### src/rtl/lockstep_divergence_monitor_if.sv
// Report bus between a lockstep pair's comparator and its reader.
// Carries the sampled copy outputs, control pulses and the report record.
interface lockstep_divergence_monitor_if #(
    parameter int WIDTH = 32,
    parameter int CNT_W = 16
);
    logic             start;
    logic             valid;
    logic [WIDTH-1:0] a_in;
    logic [WIDTH-1:0] b_in;
    logic             ack;
    logic             armed;
    logic             diverged;
    logic             report_valid;
    logic [CNT_W-1:0] first_cycle;
    logic [WIDTH-1:0] first_a;
    logic [WIDTH-1:0] first_b;
    logic [CNT_W-1:0] mismatch_count;

    modport master (
        output start, valid, a_in, b_in, ack,
        input  armed, diverged, report_valid,
        input  first_cycle, first_a, first_b,
        input  mismatch_count
    );

    modport slave (
        input  start, valid, a_in, b_in, ack,
        output armed, diverged, report_valid,
        output first_cycle, first_a, first_b,
        output mismatch_count
    );
endinterface

### src/rtl/lockstep_divergence_monitor.sv
// Compares the outputs of two lockstep copies, latches the first
// divergence into a one-shot report and counts every later mismatch.
module lockstep_divergence_monitor #(
    parameter int WIDTH  = 32,
    parameter int WARMUP = 2,
    parameter int CNT_W  = 16
) (
    input logic clk,
    input logic reset,
    lockstep_divergence_monitor_if.slave bus
);
    typedef enum logic [2:0] {
        S_IDLE,
        S_WARMUP,
        S_COMPARE,
        S_REPORT,
        S_DONE
    } state_t;

    localparam int WW = (WARMUP > 1) ? $clog2(WARMUP) : 1;
    localparam logic [CNT_W-1:0] MAX = '1;
    localparam logic [WW-1:0] W_LAST = WW'(WARMUP - 1);

    state_t state, next;

    logic [CNT_W-1:0] cyc_cnt;
    logic [WW-1:0]    warm_cnt;
    logic [CNT_W-1:0] mis_cnt;
    logic             div_q;
    logic             rv_q;
    logic [CNT_W-1:0] fc_q;
    logic [WIDTH-1:0] fa_q;
    logic [WIDTH-1:0] fb_q;
    logic             mism;
    logic             armed;

    assign mism  = bus.valid && (bus.a_in != bus.b_in);
    assign armed = (state == S_WARMUP) || (state == S_COMPARE) ||
                   (state == S_REPORT);

    // State register.
    always_ff @(posedge clk or posedge reset) begin
        if (reset) state <= S_IDLE;
        else       state <= next;
    end

    // Next-state logic; start overrides everything, including ack.
    always_comb begin
        next = state;
        unique case (state)
            S_IDLE:    next = S_IDLE;
            S_WARMUP:  if (warm_cnt == W_LAST) next = S_COMPARE;
            S_COMPARE: if (mism) next = S_REPORT;
            S_REPORT:  if (bus.ack) next = S_DONE;
            S_DONE:    next = S_DONE;
            default:   next = S_IDLE;
        endcase
        if (bus.start) next = (WARMUP == 0) ? S_COMPARE : S_WARMUP;
    end

    // Counters and the first-divergence record.
    always_ff @(posedge clk or posedge reset) begin
        if (reset) begin
            cyc_cnt  <= '0;
            warm_cnt <= '0;
            mis_cnt  <= '0;
            div_q    <= 1'b0;
            rv_q     <= 1'b0;
            fc_q     <= '0;
            fa_q     <= '0;
            fb_q     <= '0;
        end else if (bus.start) begin
            cyc_cnt  <= '0;
            warm_cnt <= '0;
            mis_cnt  <= '0;
            div_q    <= 1'b0;
            rv_q     <= 1'b0;
            fc_q     <= '0;
            fa_q     <= '0;
            fb_q     <= '0;
        end else begin
            if (armed && cyc_cnt != MAX) cyc_cnt <= cyc_cnt + 1'b1;
            if (state == S_WARMUP) warm_cnt <= warm_cnt + 1'b1;
            if (state == S_COMPARE && mism) begin
                fc_q    <= cyc_cnt;
                fa_q    <= bus.a_in;
                fb_q    <= bus.b_in;
                div_q   <= 1'b1;
                rv_q    <= 1'b1;
                mis_cnt <= CNT_W'(1);
            end
            if ((state == S_REPORT || state == S_DONE) && mism &&
                mis_cnt != MAX)
                mis_cnt <= mis_cnt + 1'b1;
            if (state == S_REPORT && bus.ack) rv_q <= 1'b0;
        end
    end

    assign bus.armed          = armed;
    assign bus.diverged       = div_q;
    assign bus.report_valid   = rv_q;
    assign bus.first_cycle    = fc_q;
    assign bus.first_a        = fa_q;
    assign bus.first_b        = fb_q;
    assign bus.mismatch_count = mis_cnt;

    // Invariants of the report record.
    a_rv_div: assert property (@(posedge clk) disable iff (reset)
        rv_q |-> div_q);
    a_cnt0: assert property (@(posedge clk) disable iff (reset)
        !div_q |-> (mis_cnt == '0));
    a_idle: assert property (@(posedge clk) disable iff (reset)
        (state == S_IDLE) |-> !armed);
endmodule

### src/flat_wrapper.sv
// flat-port wrapper written by rule: the top's interface ports become plain ports
module lockstep_divergence_monitor_flat 
#(
    parameter int WIDTH  = 32,
    parameter int WARMUP = 2,
    parameter int CNT_W  = 16
)
  (clk, reset, bus_start, bus_valid, bus_a_in, bus_b_in, bus_ack, bus_armed, bus_diverged, bus_report_valid, bus_first_cycle, bus_first_a, bus_first_b, bus_mismatch_count);
  lockstep_divergence_monitor_if #(.WIDTH(WIDTH), .CNT_W(CNT_W)) bus_i ();
  input logic clk;
  input logic reset;
  input wire logic [$bits(bus_i.start)-1:0] bus_start;
  input wire logic [$bits(bus_i.valid)-1:0] bus_valid;
  input wire logic [$bits(bus_i.a_in)-1:0] bus_a_in;
  input wire logic [$bits(bus_i.b_in)-1:0] bus_b_in;
  input wire logic [$bits(bus_i.ack)-1:0] bus_ack;
  output wire logic [$bits(bus_i.armed)-1:0] bus_armed;
  output wire logic [$bits(bus_i.diverged)-1:0] bus_diverged;
  output wire logic [$bits(bus_i.report_valid)-1:0] bus_report_valid;
  output wire logic [$bits(bus_i.first_cycle)-1:0] bus_first_cycle;
  output wire logic [$bits(bus_i.first_a)-1:0] bus_first_a;
  output wire logic [$bits(bus_i.first_b)-1:0] bus_first_b;
  output wire logic [$bits(bus_i.mismatch_count)-1:0] bus_mismatch_count;
  assign bus_i.start = bus_start;
  assign bus_i.valid = bus_valid;
  assign bus_i.a_in = bus_a_in;
  assign bus_i.b_in = bus_b_in;
  assign bus_i.ack = bus_ack;
  assign bus_armed = bus_i.armed;
  assign bus_diverged = bus_i.diverged;
  assign bus_report_valid = bus_i.report_valid;
  assign bus_first_cycle = bus_i.first_cycle;
  assign bus_first_a = bus_i.first_a;
  assign bus_first_b = bus_i.first_b;
  assign bus_mismatch_count = bus_i.mismatch_count;
  lockstep_divergence_monitor #(.WIDTH(WIDTH), .WARMUP(WARMUP), .CNT_W(CNT_W)) u_core (.clk(clk), .reset(reset), .bus(bus_i));
endmodule
### config.mk
export PLATFORM = sky130hd
export DESIGN_NAME = lockstep_divergence_monitor_flat
export DESIGN_NICKNAME = d
export VERILOG_FILES = /design/src/rtl/lockstep_divergence_monitor_if.sv /design/src/rtl/lockstep_divergence_monitor.sv /design/src/flat_wrapper.sv
export SDC_FILE = /design/constraint.sdc
export NUM_CORES = 1
export LEC_CHECK = 0
export CAP_MARGIN = 0
export CORE_ASPECT_RATIO = 1.75
export CORE_MARGIN = 1.5
export CORE_UTILIZATION = 35
export CTS_BUF_LIST = sky130_fd_sc_hd__clkbuf_8 sky130_fd_sc_hd__clkbuf_16
export CTS_CLUSTER_SIZE = 16
export DETAILED_ROUTE_END_ITERATION = 12
export MAX_ROUTING_LAYER = met4
export PLACE_DENSITY = 0.68
export RECOVER_POWER = 100
export REMOVE_ABC_BUFFERS = 1
export SLEW_MARGIN = 10
export SYNTH_ARGS = -nofsm -noshare
export SYNTH_HDL_FRONTEND = slang
export SYNTH_SLANG_ARGS = --single-unit
### constraint.sdc
create_clock -name clk -period 10.7 [get_ports clk]
set_clock_uncertainty 0.2 [all_clocks]
set_input_delay 1.605 -clock clk [delete_from_list [all_inputs] [get_ports clk]]
set_output_delay 1.605 -clock clk [all_outputs]
set_load 0.05 [all_outputs]
==> results.tsv, run 1 <==
metric	value	unit
Post-CTS Resized	0	
dpl cell area	0.00751	mm2
worst stage delay on the critical path	2.51	ns
Reg area	0.00295	mm2
family with the most delay on the worst path	buffers and inverters	
crit path capture type	async pin	
diode count	0	
Post-Syn Instances	543	
Synth warnings	0	
setup TNS	0	ns
Synth area leader	dfrtp_1	
crit path max-delay cell type	clkbuf_1	
clock transition at the registers of the reported paths	0.05	ns
leakage	4.28	nW
filler instances	1460	
Least-Margin Pin Slew	3.59	ns
Post-synth top flop	dfrtp_1	
Syn-to-layout area delta	41.0	%
status	complete, but fails checks	
detailed router's first-iteration violation count	165	
hpwl dp	11200	um
worst skew pair latency	0.41	ns
height of the die	172	um
Sw Pwr	0.000371	W
CTS max path bufs	2	
worst path cell trace	dlygate4sd3_1, clkinvlp_2, clkbuf_1	
dpl ws	5.06	ns
final worst slack	4.11	ns
Initial Util	0.359	
failing checks	max-capacitance violations, max-slew violations	
final instance area	0.00808	mm2
CP Class	input pin to async pin	
Core Rows	61	
largest cells by area after synthesis	dfrtp_1, mux2i_1, nor2_1	
share of cells above drive strength 1	0.0488	
Achievable Freq	0.152	GHz
max-slew violations	298	
DRC viols	0	
Synth cell types	43	
Avg Inst Size Synth	10.6	um2
Reg power frac	0.380	
CORE AREA	0.0160	mm2
full die area	0.0172	mm2
drt total wl	15600	um
Layout Nets	775	
fin util	0.507	
initial antenna violation count	0	
top post-synthesis cells by count	dfrtp_1, nor2_1, mux2i_1	
sw frac	0.292	
IO Count	168	
CTS tree	yes	
CP startpoint kind	input pin	
antenna-violating nets left	0	
count leader, synth	dfrtp_1	
Pint	0.000901	W
synthesized flop and latch total	118	
clock sink total	118	
First-pass DRT Iterations	4	
mapped cell area	0.00573	mm2
drt wl/cell	17.3	um
routed via count	4684	
Setup Fix Bufs, Post-CTS	0	
WP data arrival	6.13	ns
DR vias/cell	5.17	
Max FO, Critical Path	65	
Period minus WS final	6.59	ns
worst min path class	register to register	
wire length of the first global-routing pass	24500	um
Peak VDD IR	0.102	mV
Port Buffers	167	
clock share of power	0.443	
Buf/Inv on CP	3	
top cell type's share of synthesized area	0.515	
Max-slew headroom	-1.39	
RSZ-0062 raised after global routing	false	
TritonCTS Buffers	17	
Worst EP required	10.23	ns
P per Cell Area	157	mW/mm2
die width	99.7	um
total track usage	0.189	
vias in the first global route	4949	
Comb power frac	0.176	
sequential share of the synthesized area	0.515	
Post-synth EDFFs	0	
period utilization	0.616	
multi-input logic area	0.00261	mm2
GR Overflow Total	0	
Final GP Congestion	0.829	
Max-cap violations	5	
CTS Hold Bufs	0	
H-Tree Level Count	4	
Final Hold Vio Count	0	
largest net degree at the start of global routing	88	
fraction of registers with async set/reset	1.00	
Final setup viols	0	
Root Driver	clkbuf_16	
per-stage QoR:
step / instances / hold slack, ns / power [W]
final: 906 / 0.312 / 0.00127
after global routing: 906 / 0.344 / 0.00133
after CTS: 906 / 0.324 / 0.00129
after detailed placement: 874 / 0.316 / 0.000722
after global placement: 874 / 0.306 / 0.000717
after floorplan: 514 / 0.310 / 0.000633
sequential cells by signal (all words and copies together), names as in the netlist, 3 cells and up:
| name | cells |
|---|---|
| u_core.state | 3 |
| u_core.bus.first_a | 32 |
| u_core.cyc_cnt | 16 |
| u_core.bus.mismatch_count | 16 |
| u_core.bus.first_b | 32 |
| u_core.bus.first_cycle | 16 |
power by group through the flow:
stage	combinational [W]	sequential [W]	clock, W
floorplan	0.000106	0.000527	0
global placement	0.000227	0.000491	0
detailed placement	0.000230	0.000492	0
CTS	0.000232	0.000484	0.000577
global route	0.000242	0.000487	0.000598
finish	0.000225	0.000484	0.000564
cell usage in the layout (no fill, tap or decap), types with 5 or more instances in the layout:
| master | instances |
|---|---|
| dfrtp_1 | 118 |
| nor2_1 | 108 |
| dlygate4sd3_1 | 101 |
| mux2i_1 | 82 |
| clkdlybuf4s50_1 | 65 |
| xor2_1 | 43 |
| clkbuf_16 | 17 |
| nand2_1 | 15 |
| o21ai_0 | 14 |
| o211ai_1 | 14 |
| nand2b_1 | 13 |
| nor4_1 | 11 |
| nand3_1 | 11 |
| nor3_1 | 11 |
| nand4_1 | 9 |
| a21oi_1 | 9 |
| and3_1 | 7 |
| nor2b_1 | 7 |
| clkinvlp_4 | 5 |
path summary, 6_finish.rpt:
kind,slack [ns],cells past startpoint,from,end
max reg2reg,6.89,5,u_core.state[1],u_core.bus.first_b[30]
min reg2reg,0.31,2,u_core.bus.diverged,u_core.bus.diverged
max in group clk,4.20,6,bus_start,u_core.bus.mismatch_count[9]
min,0.31,2,u_core.bus.diverged,u_core.bus.diverged
min in group asynchronous,2.12,2,reset,u_core.bus.first_a[21]
max,4.11,3,reset,u_core.bus.first_cycle[5]
cell type report:
class,count,share of cell area
Sequential cell,118,0.365
Multi-Input combinational cell,393,0.322
Timing Repair Buffer,171,0.208
Clock buffer,18,0.0543
Tap cell,189,0.0293
Clock inverter,14,0.0187
Inverter,3,0.00155
metal layers:
layer	GRT usage	vias to the layer above	wire, um
li1	-	2213	-
met1	0.191	2299	5810
met2	0.339	140	8570
met3	0.0392	32	623
met4	0.103	0	629
met5	-	-	0
tightest hold or removal path, stage by stage (launching register included):
cell,delay (ns)
dfrtp_1,0.37
inv_1,0.05
a21oi_1,0.05
cell families after synthesis:
logic type                 share of synthesized area
and+or+nand+nor                                0.176
DFF                                            0.515
muxes                                          0.143
AOI/OAI and AO/OA                             0.0578
xor gates and xnor gates                      0.0718
buffers and inverters                         0.0317
adders and majority gates                    0.00437
Note: power is estimated with default switching activity, not from simulation.
==> inputs of run 2 (changes only) <==
- PLACE_DENSITY: 0.68 -> 0.7
- clock period: 10.7 -> 5.43 ns (I/O delays scaled with it)
==> run 2 against run 1 <==
  * The flow still finishes with violations (max-capacitance violations, max-slew violations)
  * Combinational power increased by 97%
  * Register-to-register slack lost 4.6 ns
  * Power rose by 95%
  * Largest power group unchanged
==> results.tsv, run 2 (same netlist as run 1, synthesis figures left out) <==
metric	value	unit	change
CTS tree	yes		
failing checks	max-capacitance violations, max-slew violations		
status	complete, but fails checks		
Port Buffers	167		unchanged
worst path cell trace	dlygate4sd3_1, xor2_1, nor4_1, nand4_1, o211ai_1, clkbuf_2, mux2i_1, nor2_1		
drt wl/cell	17.2	um	about the same
full die area	0.0172	mm2	unchanged
Least-Margin Pin Slew	2.22	ns	-1.37 ns
most frequent cells in the layout	dfrtp_1, nor2_1, dlygate4sd3_1, mux2i_1, clkdlybuf4s50_1		
drt total wl	15700	um	+0.18%
CTS max path bufs	2		unchanged
dpl ws	0.908	ns	-4.15 ns
Setup Fix Bufs, Post-CTS	0		unchanged
WP data arrival	4.39	ns	-1.74 ns
Period minus WS final	4.40	ns	
P per Cell Area	307	mW/mm2	+95%
final worst slack	1.03	ns	-3.07 ns
vias in the first global route	4849		-2.0%
largest net degree at the start of global routing	81		-8.0%
die width	99.7	um	unchanged
leakage	4.28	nW	about the same
max-slew violations	152		-49%
crit path capture type	register		
worst min path class	register to register		
diode count	0		unchanged
antenna-violating nets left	0		unchanged
height of the die	172	um	unchanged
Design Power	0.00248	W	+95%
Layout Nets	777		+0.26%
Final GP Congestion	0.795		-4.0%
CP startpoint kind	input pin		
clock sink total	118		unchanged
Max-slew headroom	-0.478		+0.915
Max FO, Critical Path	38		-42%
First-pass DRT Iterations	5		+1
total track usage	0.190		+0.000506
CP Class	input pin to register		
IO Count	168		unchanged
CTS Hold Bufs	0		unchanged
worst skew pair latency	0.40	ns	about the same
hpwl dp	11300	um	+0.54%
TritonCTS Buffers	17		unchanged
initial antenna violation count	0		unchanged
Final setup viols	0		unchanged
family with the most delay on the worst path	buffers and inverters		
Max-cap violations	4		-1
worst stage delay on the critical path	0.99	ns	-1.52 ns
GR Overflow Total	0		unchanged
Achievable Freq	0.227	GHz	
wire length of the first global-routing pass	24800	um	+0.96%
Post-CTS Resized	0		unchanged
Worst EP required	5.42	ns	-4.81 ns
detailed router's first-iteration violation count	162		-1.8%
routed via count	4689		+0.11%
DR vias/cell	5.16		-0.11%
crit path max-delay cell type	clkbuf_2		
H-Tree Level Count	4		unchanged
RSZ-0062 raised after global routing	false		
Peak VDD IR	0.197	mV	+93%
period utilization	0.810		
most common cell after layout, fill and taps aside	dfrtp_1		
setup TNS	0	ns	unchanged
Root Driver	clkbuf_16		
Syn-to-layout area delta	40.9	%	about the same
Buf/Inv on CP	2		-1
Final Hold Vio Count	0		unchanged
Initial Util	0.359		unchanged
DRC viols	0		unchanged
CORE AREA	0.0160	mm2	unchanged
Core Rows	61		unchanged
clock transition at the registers of the reported paths	0.06	ns	about the same
share of cells above drive strength 1	0.0515		+0.00265
[run 2: cell type report]
| class | instances | area (um2) |
|---|---|---|
| repair buffers | 173 | 1710 |
| clock inverters | 14 | 138 |
| multi-input cells | 393 | 2590 |
| flip-flops and latches | 118 | 2950 |
| clock buffers | 18 | 439 |
| inverters | 3 | 12.5 |
| fillers | 1454 | 7880 |
| well taps | 189 | 236 |
[run 2: per-layer routing]
metal | vias to the layer above | routed length (um) | track usage
met5 | - | 0 | -
met4 | 0 | 487 | 0.0857
li1 | 2224 | - | -
met3 | 26 | 406 | 0.0331
met2 | 116 | 8720 | 0.336
met1 | 2323 | 6050 | 0.207
[run 2: final timing paths]
check / depth (start not counted) / start / endpoint / slack, ns
worst max-delay path: 8 / bus_b_in[23] / u_core.bus.first_a[30] / 1.03
worst min-delay path: 2 / u_core.bus.first_b[23] / u_core.bus.first_b[23] / 0.32
worst max register to register: 7 / u_core.bus.mismatch_count[0] / u_core.bus.mismatch_count[11] / 2.30
worst min register to register: 2 / u_core.bus.first_b[23] / u_core.bus.first_b[23] / 0.32
max in group asynchronous: 3 / reset / u_core.bus.mismatch_count[11] / 3.23
min in group asynchronous: 2 / reset / u_core.bus.diverged / 0.72
[run 2: worst reg2reg max path: stages, from the launching register on]
cell	delay, ns
dfrtp_1	0.42
ha_1	0.24
nand3_1	0.15
or2_1	0.21
nor3_1	0.08
or2_1	0.26
o21ai_0	1.13
o221ai_1	0.28
[run 2: power breakdown]
group / internal (W) / switching (W) / leakage [nW]
Sequential: 0.000918 / 0.0000351 / 1.64
Combinational: 0.000166 / 0.000277 / 2.37
Clock: 0.000682 / 0.000403 / 0.276
[run 2: metrics by stage]
step | cell area [um2] | util | cells | hold slack [ns]
global placement | 7520 | 0.472 | 876 | 0.305
floorplan | 5560 | - | 514 | 0.310
CTS | 8100 | 0.508 | 908 | 0.327
finish | 8080 | 0.506 | 908 | 0.317
global route | 8080 | 0.506 | 908 | 0.344
detailed placement | 7520 | 0.472 | 876 | 0.313
==> inputs of run 3 (changes only) <==
- PLACE_DENSITY: 0.7 -> 0.68
- clock period: 5.43 -> 4.1 ns (I/O delays scaled with it)
==> run 3 against run 2 <==
  * The flow still finishes with violations (max-capacitance violations, max-slew violations)
  * Utilization up 0.80 points
  * First-iteration DRC count up 48%
  * Flip-flop and latch count unchanged
  * Clock power up 50%
  * Largest cell class unchanged
==> results.tsv, run 3 (same netlist as run 1, synthesis figures left out) <==
metric	value	unit	change
Period minus WS final	3.47	ns	
Least-Margin Pin Slew	2.50	ns	+0.284 ns
final instance area	0.00820	mm2	+1.6%
height of the die	172	um	unchanged
Achievable Freq	0.288	GHz	
routed via count	4732		+0.92%
share of cells above drive strength 1	0.0566		+0.00517
Initial Util	0.359		unchanged
die width	99.7	um	unchanged
family with the most delay on the worst path	compound AO/OA/AOI/OAI gates		
status	complete, but fails checks		
dpl cell area	0.00759	mm2	+0.83%
leakage	4.36	nW	+1.7%
WP data arrival	3.59	ns	-0.80 ns
Core Rows	61		unchanged
Setup Fix Bufs, Post-CTS	0		unchanged
drt wl/cell	16.9	um	-2.0%
Syn-to-layout area delta	43.1	%	
CP startpoint kind	input pin		
largest net degree at the start of global routing	100		+23%
fin util	0.514		+0.00800
Final Hold Vio Count	0		unchanged
GR Overflow Total	0		unchanged
CTS max path bufs	2		unchanged
hpwl dp	11200	um	-0.98%
Worst EP required	4.22	ns	-1.20 ns
period utilization	0.847		
P per Cell Area	425	mW/mm2	+38%
CTS tree	yes		
max-slew violations	202		+33%
Max FO, Critical Path	8		-79%
Layout Nets	782		+0.64%
Min Hold Slack	0.311	ns	-0.00531 ns
H-Tree Level Count	4		unchanged
clock transition at the registers of the reported paths	0.06	ns	about the same
most common cell after layout, fill and taps aside	dfrtp_1		
Comb power frac	0.171		-0.008
RSZ-0062 raised after global routing	false		
Final setup viols	0		unchanged
vias in the first global route	4862		+0.27%
clock sink total	118		unchanged
Buf/Inv on CP	3		+1
full die area	0.0172	mm2	unchanged
initial antenna violation count	1		+1
Final GP Congestion	0.806		+1.3%
DRC viols	0		unchanged
most frequent cells in the layout	dfrtp_1, nor2_1, dlygate4sd3_1, mux2i_1, clkdlybuf4s50_1		
total track usage	0.189		-0.000334
Max-cap violations	3		-1
antenna-violating nets left	0		unchanged
sw frac	0.273		-0.0151
CP Class	input pin to register		
wire length of the first global-routing pass	24700	um	about the same
setup TNS	0	ns	unchanged
First-pass DRT Iterations	4		-1
Peak VDD IR	0.265	mV	+34%
worst path cell trace	clkdlybuf4s50_1, xor2_1, nor4_1, buf_4, nand4_1, o211ai_1, o21ai_0, buf_4, o21ai_0		
detailed router's first-iteration violation count	239		+48%
Post-CTS Resized	0		unchanged
clock share of power	0.467		+0.030
failing checks	max-capacitance violations, max-slew violations		
worst skew pair latency	0.40	ns	about the same
DR vias/cell	5.18		+0.25%
Root Driver	clkbuf_16		
crit path capture type	register		
Reg power frac	0.362		-0.022
IO Count	168		unchanged
Port Buffers	167		unchanged
CORE AREA	0.0160	mm2	unchanged
Max-slew headroom	-0.667		-0.189
CTS Hold Bufs	0		unchanged
drt total wl	15400	um	-1.4%
worst min path class	register to register		
Pint	0.00253	W	+44%
TritonCTS Buffers	17		unchanged
worst stage delay on the critical path	0.52	ns	-0.47 ns
crit path max-delay cell type	o211ai_1		
Sw Pwr	0.000953	W	+33%
run 3: metrics by stage:
| step | worst slack (ns) | power (W) | instances |
|---|---|---|---|
| 2_1_floorplan | -2.16 | 0.00165 | 514 |
| 3_3_place_gp | 0.422 | 0.00189 | 881 |
| 3_5_place_dp | 0.400 | 0.00190 | 881 |
| 4_1_cts | 0.812 | 0.00354 | 913 |
| 5_1_grt | 0.395 | 0.00362 | 914 |
| 6_report | 0.627 | 0.00349 | 914 |
run 3: area by class of cell:
cell class	instances	area, um2
Clock buffer	18	439
Inverter	3	11.3
Clock inverter	14	208
Timing Repair Buffer	178	1760
Antenna cell	1	2.50
Fill cell	1457	7750
Multi-Input combinational cell	393	2590
Tap cell	189	236
Sequential cell	118	2950
run 3: layer usage:
metal,vias up,GRT usage,part of all wire
met5,-,-,0
met4,0,0.0765,0.026
met3,28,0.0388,0.042
met2,135,0.337,0.55
met1,2334,0.205,0.38
li1,2235,-,-
run 3: worst min-delay path, stage by stage (launching register included):
cell and delay (ns):
dfrtp_1 0.37, inv_1 0.05, a21oi_1 0.05
run 3: path summary, 6_finish.rpt:
path | startpoint | endpoint | slack (ns) | cells after the start
worst max register to register | u_core.bus.mismatch_count[0] | u_core.bus.mismatch_count[14] | 1.22 | 8
max in group asynchronous | reset | u_core.bus.first_b[18] | 0.90 | 3
worst min register to register | u_core.bus.diverged | u_core.bus.diverged | 0.31 | 2
worst max-delay path | bus_b_in[16] | u_core.bus.mismatch_count[12] | 0.63 | 9
worst min-delay path | u_core.bus.diverged | u_core.bus.diverged | 0.31 | 2
min in group asynchronous | reset | u_core.bus.first_cycle[5] | 1.19 | 2
run 3: power by group through the flow:
stage	combinational, W	sequential [W]	clock (W)
6_report	0.000597	0.00126	0.00163
3_5_place_dp	0.000618	0.00128	0
4_1_cts	0.000622	0.00126	0.00166
3_3_place_gp	0.000606	0.00128	0
5_1_grt	0.000642	0.00127	0.00171
2_1_floorplan	0.000277	0.00138	0
